File: src/rtl/cva6_commit_trace_buffer.sv
// ============================================================================
// Module   : cva6_commit_trace_buffer
// Brief    : Captures up to two retired instructions per cycle into a
//            circular buffer and drains them one per cycle over a
//            valid/ready stream. Overflowing commits are dropped and counted.
// Revision : 1.0 - initial release
// ============================================================================
`timescale 1ns/1ps
`default_nettype none

module cva6_commit_trace_buffer #(
    parameter int unsigned Depth        = 16,
    parameter int unsigned XLEN         = 64,
    parameter int unsigned DropCntWidth = 32
) (
    input  logic                         clk_i,
    input  logic                         rst_i,
    input  logic                         enable_i,
    input  logic                         flush_i,
    input  logic [1:0]                   commit_valid_i,
    input  logic [1:0][XLEN-1:0]         commit_pc_i,
    input  logic [1:0][31:0]             commit_insn_i,
    input  logic [1:0]                   commit_exc_i,
    output logic                         trace_valid_o,
    input  logic                         trace_ready_i,
    output logic [XLEN-1:0]              trace_pc_o,
    output logic [31:0]                  trace_insn_o,
    output logic                         trace_exc_o,
    output logic [$clog2(Depth):0]       count_o,
    output logic [DropCntWidth-1:0]      drop_cnt_o
);

    localparam int unsigned PtrW = $clog2(Depth);
    localparam int unsigned CntW = PtrW + 1;

    // Entry storage; deliberately not reset (only pointers define validity)
    logic [XLEN-1:0]         ram_pc_q   [Depth];
    logic [31:0]             ram_insn_q [Depth];
    logic                    ram_exc_q  [Depth];

    logic [PtrW-1:0]         wr_ptr_q, wr_ptr_d;
    logic [PtrW-1:0]         rd_ptr_q, rd_ptr_d;
    logic [CntW-1:0]         count_q, count_d;
    logic [DropCntWidth-1:0] drop_cnt_q, drop_cnt_d;

    logic                    head_valid;
    logic                    pop;
    logic [CntW:0]           free;
    logic [1:0]              cand;
    logic [1:0]              acc;
    logic [1:0]              n_acc;
    logic [1:0]              n_drop;
    logic [DropCntWidth:0]   drop_sum;
    logic [1:0][PtrW-1:0]    wr_addr;

    assign head_valid = (count_q != '0);

    // Push acceptance, compaction, drop accounting and next-state pointers
    always_comb begin
        pop        = head_valid & trace_ready_i;
        // A same-cycle pop frees one slot for the incoming pushes
        free       = (CntW+1)'(Depth) - {1'b0, count_q} + (CntW+1)'(pop);
        cand       = enable_i ? commit_valid_i : 2'b00;
        // Port 0 is older, so it always gets the first free slot
        acc[0]     = cand[0] & (free != '0);
        acc[1]     = cand[1] & (cand[0] ? (free >= (CntW+1)'(2)) : (free != '0));
        n_acc      = {1'b0, acc[0]} + {1'b0, acc[1]};
        n_drop     = {1'b0, cand[0] & ~acc[0]} + {1'b0, cand[1] & ~acc[1]};
        // Port 1 lands right behind port 0 only when port 0 was written
        wr_addr[0] = wr_ptr_q;
        wr_addr[1] = wr_ptr_q + PtrW'(acc[0]);
        drop_sum   = {1'b0, drop_cnt_q} + (DropCntWidth+1)'(n_drop);
        drop_cnt_d = drop_sum[DropCntWidth] ? '1 : drop_sum[DropCntWidth-1:0];
        wr_ptr_d   = wr_ptr_q + PtrW'(n_acc);
        rd_ptr_d   = rd_ptr_q + PtrW'(pop);
        count_d    = count_q + CntW'(n_acc) - CntW'(pop);
        // Flush empties the buffer, discards this cycle's commits, keeps drops
        if (flush_i) begin
            acc        = 2'b00;
            wr_ptr_d   = '0;
            rd_ptr_d   = '0;
            count_d    = '0;
            drop_cnt_d = drop_cnt_q;
        end
    end

    // Pointer, occupancy and drop-counter registers
    always_ff @(posedge clk_i) begin
        if (rst_i) begin
            wr_ptr_q   <= '0;
            rd_ptr_q   <= '0;
            count_q    <= '0;
            drop_cnt_q <= '0;
        end else begin
            wr_ptr_q   <= wr_ptr_d;
            rd_ptr_q   <= rd_ptr_d;
            count_q    <= count_d;
            drop_cnt_q <= drop_cnt_d;
        end
    end

    // Entry RAM writes for accepted commits (ignored while in reset)
    always_ff @(posedge clk_i) begin
        for (int p = 0; p < 2; p++) begin
            if (acc[p] && !rst_i) begin
                ram_pc_q[wr_addr[p]]   <= commit_pc_i[p];
                ram_insn_q[wr_addr[p]] <= commit_insn_i[p];
                ram_exc_q[wr_addr[p]]  <= commit_exc_i[p];
            end
        end
    end

    // First-word fall-through head, zeroed while empty
    assign trace_valid_o = head_valid;
    assign trace_pc_o    = head_valid ? ram_pc_q[rd_ptr_q]   : '0;
    assign trace_insn_o  = head_valid ? ram_insn_q[rd_ptr_q] : '0;
    assign trace_exc_o   = head_valid ? ram_exc_q[rd_ptr_q]  : 1'b0;
    assign count_o       = count_q;
    assign drop_cnt_o    = drop_cnt_q;

endmodule

`default_nettype wire

File: config.mk
export PLATFORM = sky130hd
export DESIGN_NAME = cva6_commit_trace_buffer
export DESIGN_NICKNAME = d
export VERILOG_FILES = /design/src/rtl/cva6_commit_trace_buffer.sv
export SDC_FILE = /design/constraint.sdc
export NUM_CORES = 2
export LEC_CHECK = 0
export BUFFER_PORTS_ARGS = -buffer_cell sky130_fd_sc_hd__buf_2
export CORE_UTILIZATION = 45
export CTS_CLUSTER_SIZE = 40
export DETAILED_ROUTE_END_ITERATION = 8
export GPL_TIMING_DRIVEN = 0
export PLACE_DENSITY = 0.62
export REMOVE_ABC_BUFFERS = 1
export SLEW_MARGIN = 20
export SYNTH_ARGS = -nofsm -noshare
export SYNTH_HDL_FRONTEND = slang
export SYNTH_SLANG_ARGS = --single-unit
File: constraint.sdc
create_clock -name clk_i -period 15.5 [get_ports clk_i]
set_clock_uncertainty 0.1 [all_clocks]
set_input_delay 3.875 -clock clk_i [delete_from_list [all_inputs] [get_ports clk_i]]
set_output_delay 3.875 -clock clk_i [all_outputs]
set_load 0.02 [all_outputs]
==> impl_metrics.prom <==
# TYPE chip_impl_metric gauge
chip_impl_info{name="outcome",value="finished clean"} 1
chip_impl_metric{name="core_region_area",unit="um2"} 178000
chip_impl_metric{name="switchingPower",unit="mW"} 2.94
chip_impl_metric{name="fin_area",unit="um2"} 94800
chip_impl_metric{name="cts_inserted_buffers",unit=""} 176
chip_impl_metric{name="average_detailed_routed_wire_length_per_instance",unit="um"} 33.7
chip_impl_metric{name="area_of_placed_instances",unit="um2"} 89500
chip_impl_metric{name="num-nets-final",unit=""} 5023
chip_impl_metric{name="cts.reportedPaths.clkPinSlew",unit="ns"} 0.06
chip_impl_metric{name="power.ir.vdd_worst",unit="mV"} 0.170
chip_impl_metric{name="sequentialPowerShare",unit=""} 0.448
chip_impl_metric{name="antenna_found_initial",unit=""} 66
chip_impl_metric{name="place.gp.congestion",unit=""} 0.730
chip_impl_info{name="synth.area.top_cells",value="edfxtp_1 58%, mux2_2 19%, mux4_2 14%"} 1
chip_impl_metric{name="grt.total_usage",unit=""} 0.271
chip_impl_info{name="clk_root_buffer_cell",value="clkbuf_16"} 1
chip_impl_metric{name="post-route-period-util",unit=""} 0.564
chip_impl_metric{name="max_freq",unit="GHz"} 0.114
chip_impl_metric{name="cts_buffer_depth",unit=""} 3
chip_impl_metric{name="io-pin-count",unit=""} 336
chip_impl_metric{name="ys_seq_area_frac",unit=""} 0.588
chip_impl_metric{name="postSynthRegisterBits",unit=""} 1597
chip_impl_metric{name="dr_vias_cell",unit=""} 6.22
chip_impl_metric{name="postCtsResizedCells",unit=""} 0
chip_impl_info{name="critical_path.startpoint_type",value="primary input"} 1
chip_impl_metric{name="antenna_violating_nets_post_route",unit=""} 0
chip_impl_metric{name="synth_cell_types",unit=""} 55
chip_impl_metric{name="asyncSetResetFlopFracSynth",unit=""} 0
chip_impl_metric{name="vias_in_the_first_global_route",unit=""} 46241
chip_impl_info{name="yosys_most_used_dff",value="edfxtp_1"} 1
chip_impl_metric{name="synth_enable_flop_cells",unit=""} 1552
chip_impl_metric{name="i_o_buffers",unit=""} 335
chip_impl_metric{name="synth_cells",unit=""} 4504
chip_impl_metric{name="post_cts.repair.setup_buffers",unit=""} 0
chip_impl_metric{name="postRouteWirelength",unit="mm"} 247
chip_impl_metric{name="worstMarginPinSlew",unit="ns"} 1.02
chip_impl_metric{name="number_of_cells_traversed_by_the_worst_hold_path",unit=""} 2
chip_impl_metric{name="fin_worst_hold_slack",unit="ns"} 0.424
chip_impl_metric{name="syn_area_per_cell",unit="um2"} 17.9
chip_impl_info{name="setup.worst_path.class",value="in2reg"} 1
chip_impl_metric{name="initial_utilization",unit=""} 0.453
chip_impl_metric{name="post-route-drc-count",unit=""} 0
chip_impl_metric{name="timing.setup.tns",unit="ns"} 0
chip_impl_metric{name="max_slew_margin",unit=""} 0.321
chip_impl_metric{name="timing.final.setup_violations",unit=""} 0
chip_impl_info{name="crit_path_cell_trace",value="buf_2 -> nand2_1 -> ha_1 -> inv_1 -> ha_1 -> nand4_1 -> o21ai_1 -> o2111a_1 -> nor2_1 -> ha_1 -> ha_1 -> nor3_2 -> nand3_4 -> buf_12 -> buf_12 -> o21ai_4 -> buf_16 -> buf_16 -> buf_16 -> buf_16"} 1
chip_impl_metric{name="maximum_capacitance_violations",unit=""} 0
chip_impl_metric{name="p_total",unit="mW"} 10.8
chip_impl_metric{name="timing_max_transition_violations_final",unit=""} 0
chip_impl_metric{name="grt_start_max_net_pins",unit=""} 44
chip_impl_metric{name="worst_r2r_path_depth",unit=""} 22
chip_impl_metric{name="core.rowCount",unit=""} 155
chip_impl_info{name="synth_top_area_cell",value="edfxtp_1"} 1
chip_impl_metric{name="timing.critical_path.fanout_max",unit=""} 19
chip_impl_metric{name="drt_first_iter_violations",unit=""} 5331
chip_impl_metric{name="p_int",unit="mW"} 7.84
chip_impl_metric{name="final.min_clock_period",unit="ns"} 8.74
chip_impl_metric{name="first_pass_grt_wire_length",unit="mm"} 349
chip_impl_metric{name="clock_latency",unit="ns"} 0.83
chip_impl_metric{name="numClockSinks",unit=""} 1597
chip_impl_metric{name="cts.hold.buffers_added",unit=""} 0
chip_impl_metric{name="power_density",unit="nW/um2"} 114
chip_impl_metric{name="synth_area",unit="um2"} 80800
chip_impl_info{name="critPathSlowestCell",value="o2111a_1"} 1
chip_impl_metric{name="hpwlAfterDp",unit="mm"} 158
chip_impl_metric{name="netlist.area_leader.share",unit=""} 0.576
chip_impl_info{name="tritoncts",value="yes"} 1
chip_impl_metric{name="layout.core_utilization",unit=""} 0.531
chip_impl_info{name="worst_setup_path_end_kind",value="register"} 1
chip_impl_metric{name="critical-path-max-stage-delay",unit="ns"} 0.66
chip_impl_metric{name="area_delta_synth_final",unit="%"} 17.2
chip_impl_metric{name="grt_overflow",unit=""} 0
chip_impl_metric{name="overall_die_width",unit="um"} 426
chip_impl_metric{name="h_tree_lvl_count",unit=""} 4
chip_impl_metric{name="vias",unit=""} 45508
chip_impl_metric{name="cp.required",unit="ns"} 15.91
chip_impl_info{name="rsz0062_at_grt",value="false"} 1
chip_impl_metric{name="finalHoldViolCount",unit=""} 0
chip_impl_metric{name="total_leakage_power",unit="nW"} 31.1
chip_impl_metric{name="comb_power_share",unit=""} 0.186
chip_impl_metric{name="die_area",unit="um2"} 181000
chip_impl_info{name="min_path_type",value="reg2reg"} 1
chip_impl_metric{name="drt_pre_antenna_iters",unit=""} 5
chip_impl_metric{name="floorplan.die.height",unit="um"} 426
chip_impl_metric{name="ys.warnings.count",unit=""} 0
chip_impl_metric{name="drive_gt1_frac",unit=""} 0.558
chip_impl_metric{name="power.share.clock",unit=""} 0.366
chip_impl_metric{name="switching_share",unit=""} 0.273
chip_impl_metric{name="critPathArrivalTime",unit="ns"} 9.15
-- area by class of cell --
type	instances	area, um2
multi-input cells	2397	31200
diodes	19	47.5
fillers	14203	83600
clock buffers	227	4660
clock inverters	89	597
repair buffers	608	7710
well taps	2355	2950
inverters	21	78.8
flip-flops and latches	1597	47500
-- through the flow --
step           setup WS, ns  instances
2_1_floorplan         -5.73       4015
3_3_place_gp         -22.97       6705
3_5_place_dp           5.91       6978
4_1_cts                6.74       7294
5_1_grt                6.52       7306
6_report               6.76       7313
-- cells by family after synthesis --
| kind of cell | after synthesis | synth area share |
|---|---|---|
| buffers and inverters | 510 | 0.0297 |
| AND/OR/NAND/NOR | 239 | 0.0191 |
| flip-flops | 1597 | 0.588 |
| XOR/XNOR | 28 | 0.00303 |
| multiplexers | 2040 | 0.352 |
| AO/OA/AOI/OAI | 69 | 0.00537 |
| adder cells (fa/ha/maj) | 21 | 0.00353 |
-- synthesized netlist by cell type (3+ instances only) --
cell / count
clkbuf_1: 175
nand3_2: 10
buf_6: 26
nor2b_1: 4
buf_4: 28
nand4_1: 15
ha_1: 18
o21ai_0: 14
edfxtp_1: 1552
nor2_1: 24
fa_1: 3
mux2_1: 168
inv_1: 20
a21o_1: 3
o31ai_1: 5
mux4_2: 485
or4b_2: 3
a21oi_1: 30
nand2_1: 15
a211oi_1: 5
dfxtp_1: 45
xor2_1: 19
xnor2_1: 9
and2_1: 108
and3_1: 5
and4_1: 3
mux2i_1: 3
buf_1: 109
buf_2: 150
mux2_2: 1384
or3_1: 4
nor4_1: 3
nand3_4: 6
nor3_1: 5
nand3_1: 21
-- sequential cells by signal, indices dropped and copies added, names as in the netlist --
signal,count
ram_pc_q,1024
drop_cnt_o,32
wr_ptr_q,4
ram_insn_q,512
ram_exc_q,16
rd_ptr_q,4
count_o,5
-- worst paths after layout --
check | slack, ns | to | startpoint
worst max register to register | 8.58 | ram_pc_q[8][49]$_DFFE_PP_ | count_o[2]$_SDFF_PP0_
worst max-delay path | 6.76 | ram_pc_q[8][49]$_DFFE_PP_ | trace_ready_i
worst min register to register | 0.42 | drop_cnt_o[1]$_SDFFE_PP0N_ | drop_cnt_o[1]$_SDFFE_PP0N_
worst min-delay path | 0.42 | drop_cnt_o[1]$_SDFFE_PP0N_ | drop_cnt_o[1]$_SDFFE_PP0N_
-- cell usage in the layout (no fill, tap or decap), types with 5 or more instances in the layout --
master,netlist,routed
nand3_4,6,16
mux2_1,168,168
nand2_1,15,15
mux2_2,1384,1384
edfxtp_1,1552,1552
o21ai_4,0,11
a21oi_1,30,30
ha_1,18,18
clkinv_2,0,26
clkbuf_1,175,48
o31ai_4,0,5
nor2_1,24,24
nor3_1,5,5
nand4_1,15,15
buf_8,0,30
buf_12,0,55
nand3_1,21,20
buf_16,0,146
a211oi_1,5,5
clkinv_1,0,40
inv_6,0,9
diode_2,0,19
inv_1,20,20
buf_6,26,41
xor2_1,19,19
xnor2_1,9,9
dfxtp_1,45,41
and2_1,108,108
buf_2,150,336
mux4_2,485,485
clkbuf_16,0,179
-- critical path: cells and delay by family --
family                   cells  cell delay (ns)
AND/OR/NAND/NOR              5             1.49
AO/OA/AOI/OAI                3             1.15
adder cells (fa/ha/maj)      4             1.09
buffers and inverters        8             1.48
-- per-layer routing --
| layer | part of all wire | wire, um | vias to the layer above | global-route usage |
|---|---|---|---|---|
| met2 | 0.47 | 116000 | 1966 | 0.419 |
| met4 | 0.024 | 5980 | 24 | 0.0749 |
| met1 | 0.43 | 106000 | 24235 | 0.394 |
| met3 | 0.073 | 18000 | 411 | 0.0461 |
| met5 | 0.00063 | 155 | - | 0 |
| li1 | - | - | 18872 | - |
-- power by group through the flow --
| stage | registers [mW] | clock network [mW] | logic, mW |
|---|---|---|---|
| 6_report | 4.83 | 3.95 | 2.01 |
| 3_5_place_dp | 4.92 | 0 | 2.04 |
| 2_1_floorplan | 5.02 | 0 | 1.38 |
| 4_1_cts | 4.83 | 4.01 | 2.05 |
| 5_1_grt | 4.83 | 4.17 | 2.14 |
| 3_3_place_gp | 5.11 | 0 | 2.24 |
Power figures use the tool's default switching activity.
